[src/rtl/id_stage_pipelined.sv]
// LEGv8 decode stage: register read with write-back bypass, immediate extension,
// main control, load-use stall and branch flush, registered into ID/EX.
module id_stage_pipelined #(
  parameter int WORD      = 64,
  parameter int INSTR_LEN = 32,
  parameter int NUM_REGS  = 32,
  parameter int RADDR_W   = 5,
  parameter int XZR_EN    = 1
) (
  input  logic                 clk,
  input  logic                 reset,
  input  logic                 id_valid,
  input  logic [INSTR_LEN-1:0] instr,
  input  logic                 flush,
  input  logic                 wb_en,
  input  logic [RADDR_W-1:0]   wb_addr,
  input  logic [WORD-1:0]      wb_data,
  output logic                 stall_out,
  output logic                 ex_valid,
  output logic [WORD-1:0]      ex_read_data1,
  output logic [WORD-1:0]      ex_read_data2,
  output logic [WORD-1:0]      ex_ext_addr,
  output logic [10:0]          ex_alu_con_instr,
  output logic [RADDR_W-1:0]   ex_rn,
  output logic [RADDR_W-1:0]   ex_rm,
  output logic [RADDR_W-1:0]   ex_rd,
  output logic                 ex_uncondbranch,
  output logic                 ex_branch,
  output logic                 ex_mem_read,
  output logic                 ex_mem_to_reg,
  output logic                 ex_mem_write,
  output logic                 ex_alu_src,
  output logic                 ex_reg_write,
  output logic [1:0]           ex_alu_op
);

  localparam logic [RADDR_W-1:0] XZR_ADDR = RADDR_W'(NUM_REGS - 1);

  logic [WORD-1:0] regs [NUM_REGS];

  logic [10:0]        opcode;
  logic               is_ldur, is_stur, is_rtype, is_cbz, is_b;
  logic               uses_rs2;
  logic [RADDR_W-1:0] rn, rs2, rd;
  logic               rn_xzr, rs2_xzr, wb_xzr, ex_rd_xzr;
  logic [WORD-1:0]    rdata1, rdata2, imm;

  logic dec_uncondbranch, dec_branch, dec_mem_read, dec_mem_to_reg;
  logic dec_mem_write, dec_alu_src, dec_reg_write;
  logic [1:0] dec_alu_op;

  assign opcode   = instr[31:21];
  assign is_ldur  = (opcode == 11'h7C2);
  assign is_stur  = (opcode == 11'h7C0);
  assign is_rtype = (opcode == 11'h458) || (opcode == 11'h658) ||
                    (opcode == 11'h450) || (opcode == 11'h550);
  assign is_cbz   = (instr[31:24] == 8'hB4);
  assign is_b     = (instr[31:26] == 6'h05);
  assign uses_rs2 = is_rtype || is_stur || is_cbz;

  // STUR and CBZ read Rt through the second port so EX sees the store/test value.
  assign rn  = instr[5 +: RADDR_W];
  assign rd  = instr[0 +: RADDR_W];
  assign rs2 = (is_stur || is_cbz) ? instr[0 +: RADDR_W] : instr[16 +: RADDR_W];

  assign rn_xzr    = (XZR_EN != 0) && (rn == XZR_ADDR);
  assign rs2_xzr   = (XZR_EN != 0) && (rs2 == XZR_ADDR);
  assign wb_xzr    = (XZR_EN != 0) && (wb_addr == XZR_ADDR);
  assign ex_rd_xzr = (XZR_EN != 0) && (ex_rd == XZR_ADDR);

  always_ff @(posedge clk) begin
    if (wb_en && !wb_xzr) regs[wb_addr] <= wb_data;
  end

  always_comb begin
    rdata1 = regs[rn];
    if (rn_xzr) rdata1 = '0;
    else if (wb_en && wb_addr == rn) rdata1 = wb_data;
    rdata2 = regs[rs2];
    if (rs2_xzr) rdata2 = '0;
    else if (wb_en && wb_addr == rs2) rdata2 = wb_data;
  end

  always_comb begin
    dec_uncondbranch = 1'b0;
    dec_branch       = 1'b0;
    dec_mem_read     = 1'b0;
    dec_mem_to_reg   = 1'b0;
    dec_mem_write    = 1'b0;
    dec_alu_src      = 1'b0;
    dec_reg_write    = 1'b0;
    dec_alu_op       = 2'b00;
    imm              = '0;
    if (is_ldur) begin
      dec_mem_read   = 1'b1;
      dec_mem_to_reg = 1'b1;
      dec_alu_src    = 1'b1;
      dec_reg_write  = 1'b1;
      imm            = {{(WORD-9){instr[20]}}, instr[20:12]};
    end else if (is_stur) begin
      dec_mem_write  = 1'b1;
      dec_alu_src    = 1'b1;
      imm            = {{(WORD-9){instr[20]}}, instr[20:12]};
    end else if (is_rtype) begin
      dec_reg_write  = 1'b1;
      dec_alu_op     = 2'b10;
    end else if (is_cbz) begin
      dec_branch     = 1'b1;
      dec_alu_op     = 2'b01;
      imm            = {{(WORD-19){instr[23]}}, instr[23:5]};
    end else if (is_b) begin
      dec_uncondbranch = 1'b1;
      imm              = {{(WORD-26){instr[25]}}, instr[25:0]};
    end
  end

  // Load-use: the load in ID/EX has not produced its data yet, so hold and retry.
  assign stall_out = id_valid && ex_valid && ex_mem_read && !ex_rd_xzr &&
                     ((ex_rd == rn) || (uses_rs2 && ex_rd == rs2));

  always_ff @(posedge clk or posedge reset) begin
    if (reset) begin
      ex_valid         <= 1'b0;
      ex_read_data1    <= '0;
      ex_read_data2    <= '0;
      ex_ext_addr      <= '0;
      ex_alu_con_instr <= '0;
      ex_rn            <= '0;
      ex_rm            <= '0;
      ex_rd            <= '0;
      ex_uncondbranch  <= 1'b0;
      ex_branch        <= 1'b0;
      ex_mem_read      <= 1'b0;
      ex_mem_to_reg    <= 1'b0;
      ex_mem_write     <= 1'b0;
      ex_alu_src       <= 1'b0;
      ex_reg_write     <= 1'b0;
      ex_alu_op        <= 2'b00;
    end else begin
      ex_read_data1    <= rdata1;
      ex_read_data2    <= rdata2;
      ex_ext_addr      <= imm;
      ex_alu_con_instr <= opcode;
      ex_rn            <= rn;
      ex_rm            <= rs2;
      ex_rd            <= rd;
      if (flush || stall_out || !id_valid) begin
        ex_valid         <= 1'b0;
        ex_uncondbranch  <= 1'b0;
        ex_branch        <= 1'b0;
        ex_mem_read      <= 1'b0;
        ex_mem_to_reg    <= 1'b0;
        ex_mem_write     <= 1'b0;
        ex_alu_src       <= 1'b0;
        ex_reg_write     <= 1'b0;
        ex_alu_op        <= 2'b00;
      end else begin
        ex_valid         <= 1'b1;
        ex_uncondbranch  <= dec_uncondbranch;
        ex_branch        <= dec_branch;
        ex_mem_read      <= dec_mem_read;
        ex_mem_to_reg    <= dec_mem_to_reg;
        ex_mem_write     <= dec_mem_write;
        ex_alu_src       <= dec_alu_src;
        ex_reg_write     <= dec_reg_write;
        ex_alu_op        <= dec_alu_op;
      end
    end
  end

endmodule

[config.mk]
export PLATFORM = sky130hd
export DESIGN_NAME = id_stage_pipelined
export DESIGN_NICKNAME = d
export VERILOG_FILES = /design/src/rtl/id_stage_pipelined.sv
export SDC_FILE = /design/constraint.sdc
export NUM_CORES = 2
export LEC_CHECK = 0
export BUFFER_PORTS_ARGS = -buffer_cell sky130_fd_sc_hd__buf_2
export CELL_PAD_IN_SITES_DETAIL_PLACEMENT = 0
export CELL_PAD_IN_SITES_GLOBAL_PLACEMENT = 2
export CORE_ASPECT_RATIO = 1.75
export CORE_UTILIZATION = 43
export CTS_BUF_LIST = sky130_fd_sc_hd__clkbuf_8
export DETAILED_ROUTE_END_ITERATION = 16
export PLACE_DENSITY_LB_ADDON = 0.05
export RECOVER_POWER = 100
export SETUP_SLACK_MARGIN = 0.4
export SYNTH_ARGS = -nofsm -noshare
export SYNTH_HDL_FRONTEND = slang
export SYNTH_SLANG_ARGS = --single-unit
[constraint.sdc]
create_clock -name clk -period 5 [get_ports clk]
set_input_delay 0.25 -clock clk [delete_from_list [all_inputs] [get_ports clk]]
set_output_delay 0.25 -clock clk [all_outputs]
set_load 0.03 [all_outputs]
# After elaboration in Yosys (flattened, before gate mapping)
# Memory sizes are Yosys's and may differ from the RTL's.
# Index checks and enable logic that the tools add are counted.
[op_classes]
reduce_logical = 20
eq_ne = 16
mux = 40
[ops]
columns = ["operator", "n"]
rows = [
  ["2-to-1 mux 64 bit", 9],
  ["equality test 11 bit, second input constant", 6],
  ["2-to-1 mux 1 bit", 26],
  ["equality test 5 bit", 4],
  ["equality test 5 bit, second input constant", 4],
  ["logical OR 1 bit", 9],
  ["equality test 8 bit, second input constant", 1],
  ["logical AND 1 bit", 8],
  ["2-to-1 mux 2 bit", 4],
  ["equality test 6 x 3 -> 1 bit, second input constant", 1],
  ["2-to-1 mux 5 bit", 1],
  ["zero test 1 bit", 3],
]
[totals]
ff_bits = 227
ram_bits = 2048
elab_cells = 92
memories = 1
[memory_table]
columns = ["name", "words", "word_bits", "read_ports", "rd_clocked_by_memory_dff", "wr", "line_no", "source"]
rows = [
  ["regs", 32, 64, 2, 0, 1, "39", "logic [WORD-1:0] regs [NUM_REGS];"],
]

# Depth between registers and ports, before layout
[depth]
ltp_word = 12
depth_mapped = 14

# Worst setup path before layout
# Ideal clock, no wire load.
[synth_path]
kind = "in2reg"
from = "input port wb_addr[0]"
to = "memory regs[20][0] (enable)"
required_time_ps = 4513
setup_slack_ps = 716
arrival_ps = 3798
path_stages = 4
n_path_buf = 2
path_cell_list = "clkbuf_1 > or3b_2 > clkbuf_1 > nor2_1"
[synth_via]
elab_chain_cells = 5
[synth_rtl]
columns = ["element", "line_no", "source"]
rows = [
  ["start: declaration", "16", "input logic [RADDR_W-1:0] wb_addr,"],
  ["equality test 5 bit", "68", "assign wb_xzr = (XZR_EN != 0) && (wb_addr == XZR_ADDR);"],
  ["zero test 1 bit", "72", "if (wb_en && !wb_xzr) regs[wb_addr] <= wb_data;"],
  ["logical AND 1 bit", "72", ""],
  ["2-to-1 mux 1 bit", "72", ""],
  ["2-to-1 mux 1 bit (implied by the code)", "72", ""],
  ["end: declaration", "39", ""],
]
# Several ways; a longest one is shown, not always the timed one.

# Worst setup path in the final report
[layout_path]
from = "input port wb_addr[0]"
to = "memory regs[4][27] (enable)"
# The elaborated chain is that of the path after synthesis.

==> results.py <==
metrics = {
    "clock_network": {
        "cts_resized": 0,
        "ctsHtreeMaxLevel": 5,
        "cts_setup_buffers": 0,
        "clock_sinks": 2236,
        "cts_tree": "yes",
        "cts-root-buf": "clkbuf_8",
        "cts_hold_buf": 119,
        "insertion_delay_ns": 0.99,
        "numCtsBuffers": 341,
        "clk_pin_slew_ns": 0.06,
        "cts_buffer_depth": 4,
    },
    "place": {
        "place_congestion": 0.830,
        "io_buffers": 334,
        "dp.final_hpwl_um": 221000,
        "dp_cells": 9711,
    },
    "grt": {
        "grt_usage_pct": 32.8,
        "antenna_found_initial": 17,
        "grt_pass1_wl_um": 549000,
        "grt_pass1_vias": 70233,
        "grt-ovfl-total": 0,
        "grt_max_degree": 105,
    },
    "routing": {
        "vias": 68727,
        "drt_iter0_drc": 7204,
        "ant_nets": 0,
        "wire_per_inst_um": 37.9,
        "routed_wl_um": 395000,
        "drt_pass1_iterations": 6,
        "drc": 0,
        "viasPerCell": 6.58,
    },
    "layout": {
        "top_regs": "regs (2048), ex_read_data1 (64), ex_read_data2 (64)",
        "final_cells": 10445,
        "drive_gt1_share_pct": 18.9,
        "area_growth_pct": 12.4,
        "top_register": "regs",
        "largest_register_ffs": 2048,
        "final_nets": 7185,
    },
    "floorplanning": {
        "die_x_um": 371,
        "rows": 236,
        "die_h_um": 647,
        "coreArea_um2": 236000,
        "start_util_pct": 43.3,
        "dieArea_um2": 240000,
        "io_pins": 335,
    },
    "timing": {
        "fin_skew_ns": 0.0430,
        "post-route-period-util_pct": 99.7,
        "timing.hold.ws_ns": 0.0898,
        "setup_tns_ns": 0,
        "rsz0062_at_grt": "no",
        "finalHoldViolCount": 0,
        "fin_crit_ns": 4.98,
        "fmax_mhz": 201,
        "drv_slew": 2340,
        "worst_pin_slew_ns": 5.05,
        "relSlewSlack_pct": -236,
        "setup_viol": 0,
    },
    "run": {
        "drv_cap": 84,
    },
    "worst_setup_path": {
        "start_kind": "primary input",
        "worstPathCellList": "clkbuf_1 > or3b_1 > nor2_1 > clkbuf_2",
        "crit_path_max_fanout": 16,
        "r2r_slack_ns": 2.43,
        "crit_slowest_cell": "nor2_1",
        "crit_arrival_ns": 5.57,
        "path_buf_inv": 2,
        "cp_num_cells": 4,
        "reg2reg_from": "regs[14][24]$_DFFE_PP_",
        "crit_path_end_kind": "flop",
        "critPathTopFamily": "simple AND/OR/NAND/NOR gates",
        "critical_path.max_stage_delay_ns": 3.21,
        "reg2reg_depth": 6,
        "worst_r2r_endpoint": "ex_read_data2[24]$_DFF_PP0_",
        "path_class": "primary input to flop",
        "worstPathRequired_ns": 5.59,
    },
    "synthesis": {
        "synthesis.area_um2": 102000,
        "synthDistinctLibCells": 88,
        "yosysWarnings": 0,
        "yosysSeqAreaShare_pct": 64.7,
        "synth-seq-cells": 2236,
        "synth_ff_type": "edfxtp_1",
        "synth.avg_cell_area_um2": 15.5,
        "synth-edff-count": 2048,
        "async_flop_share_pct": 8.41,
        "post_synth_inst_count": 6577,
    },
    "run_status": {
        "status": "finished with violations",
        "violations": "max-capacitance violations, max-slew violations",
    },
    "power": {
        "ir_drop_mv": 0.250,
        "p_leak_nw": 38.9,
        "power_density_nw_per_um2": 351,
    },
    "worst_hold_path": {
        "worstHoldPathCells": 4,
        "hold_path.startpoint": "instr[13]",
        "hold_class": "primary input to flop",
        "min_to": "ex_ext_addr[1]$_DFF_PP0_",
    },
}
-- worst reg2reg max path: stages, from the launching register on --
cell and delay, ns:
edfxtp_1 0.68, o2111a_1 0.62, a211oi_1 0.10, a311oi_1 0.46, a31oi_1 0.08, o211ai_1 0.31
a32o_1 0.22
-- layout make-up --
cell class	count	area [um^2]
Clock inverter	225	1060
Sequential cell	2236	66200
Timing Repair Buffer	693	4840
Inverter	9	67.6
Clock buffer	384	5290
Multi-Input combinational cell	3798	33600
Antenna cell	6	15.0
Tap cell	3094	3870
Fill cell	20604	121000
-- layer usage --
metal,GRT usage (%),share of wire [%]
met2,56.9,50
met1,41.2,38
met3,4.04,6.6
met5,0,0.0086
met4,13.7,5.1
-- Yosys cell counts, types with 6 or more instances --
library cell | instances | area, um^2
o22a_1 | 46 | 403
buf_2 | 193 | 966
buf_1 | 69 | 259
o21ai_1 | 21 | 105
a222oi_1 | 9 | 90.1
o22ai_1 | 73 | 457
a32o_1 | 85 | 851
a211oi_1 | 103 | 773
o311ai_1 | 29 | 254
a31oi_1 | 82 | 513
nand3b_1 | 6 | 45.0
nor2_1 | 111 | 417
mux4_2 | 642 | 14500
xor2_1 | 11 | 96.3
nor2b_1 | 17 | 106
a31o_2 | 40 | 350
inv_1 | 6 | 22.5
nand2_1 | 1183 | 4440
a22oi_1 | 25 | 188
a21boi_0 | 14 | 105
o21ai_0 | 39 | 195
nand3_1 | 247 | 1240
a32oi_1 | 150 | 1310
edfxtp_1 | 2048 | 61500
a221o_1 | 21 | 210
mux2i_1 | 301 | 3010
clkbuf_1 | 253 | 950
buf_4 | 65 | 488
o221ai_1 | 94 | 823
buf_6 | 16 | 180
o211ai_1 | 18 | 135
nor4_1 | 6 | 37.5
a21o_1 | 10 | 75.1
nor3_1 | 9 | 45.0
o2111ai_1 | 15 | 131
xnor2_1 | 8 | 70.1
and3_1 | 73 | 457
a21oi_1 | 89 | 445
nand4_1 | 71 | 444
dfrtp_1 | 188 | 4700
-- power breakdown --
| part | switching, mW | total, mW | internal, mW |
|---|---|---|---|
| clock network | 7.42 | 14.7 | 7.28 |
| logic | 2.99 | 4.49 | 1.51 |
| registers | 0.245 | 21.1 | 20.9 |
-- worst max path at each step --
stage / startpoint / to / slack (ns)
after floorplan: wb_addr[0] / regs[20][0]$_DFFE_PP_ / 0.72
after global placement: instr[25] / ex_read_data2[32]$_DFF_PP0_ / 1.03
after detailed placement: instr[30] / ex_read_data2[35]$_DFF_PP0_ / 0.97
after CTS: instr[30] / stall_out / 0.71
after global routing: instr[26] / ex_read_data2[56]$_DFF_PP0_ / 0.28
final: wb_addr[0] / regs[4][27]$_DFFE_PP_ / 0.02
-- stage by stage --
step | util (%) | instance area (um^2) | worst slack, ns | power (mW)
CTS | 49.2 | 116000 | 0.707 | 40.6
global placement | 46.1 | 109000 | 1.03 | 26.0
floorplan | - | 102000 | 0.716 | 24.0
finish | 48.6 | 115000 | 0.0153 | 40.3
global route | 48.6 | 115000 | 0.283 | 41.5
detailed placement | 46.1 | 109000 | 0.972 | 26.0
-- placed cells by master (no fill, tap or decap), drive strengths merged, types with 17 or more instances in the layout --
cell type    synthesis  routed
edfxtp            2048    2048
nand2             1183    1183
clkbuf             254     775
mux4               642     642
mux2i              301     301
nand3              248     248
dfrtp              188     188
buf                343     182
a32oi              150     150
inv                  9     127
dlygate4sd3          0     119
nor2               112     112
a211oi             103     103
clkinv               0      98
o221ai              95      95
a21oi               93      93
a32o                85      85
a31oi               82      82
and3                73      73
o22ai               73      73
nand4               71      71
conb                 1      64
o21ai               61      61
o22a                46      46
a31o                40      40
o311ai              32      32
a22oi               27      27
a221o               21      21
o211ai              19      19
nor2b               17      17
-- kinds of logic after synthesis --
group                     synth area share (%)
muxes                                     17.1
xor gates and xnor gates                 0.163
and+or+nand+nor                           7.39
AOI/OAI and AO/OA                         7.73
DFF                                       64.7
buffers and inverters                     2.82
other                                  0.00367
(Power assumes the default switching activity.)
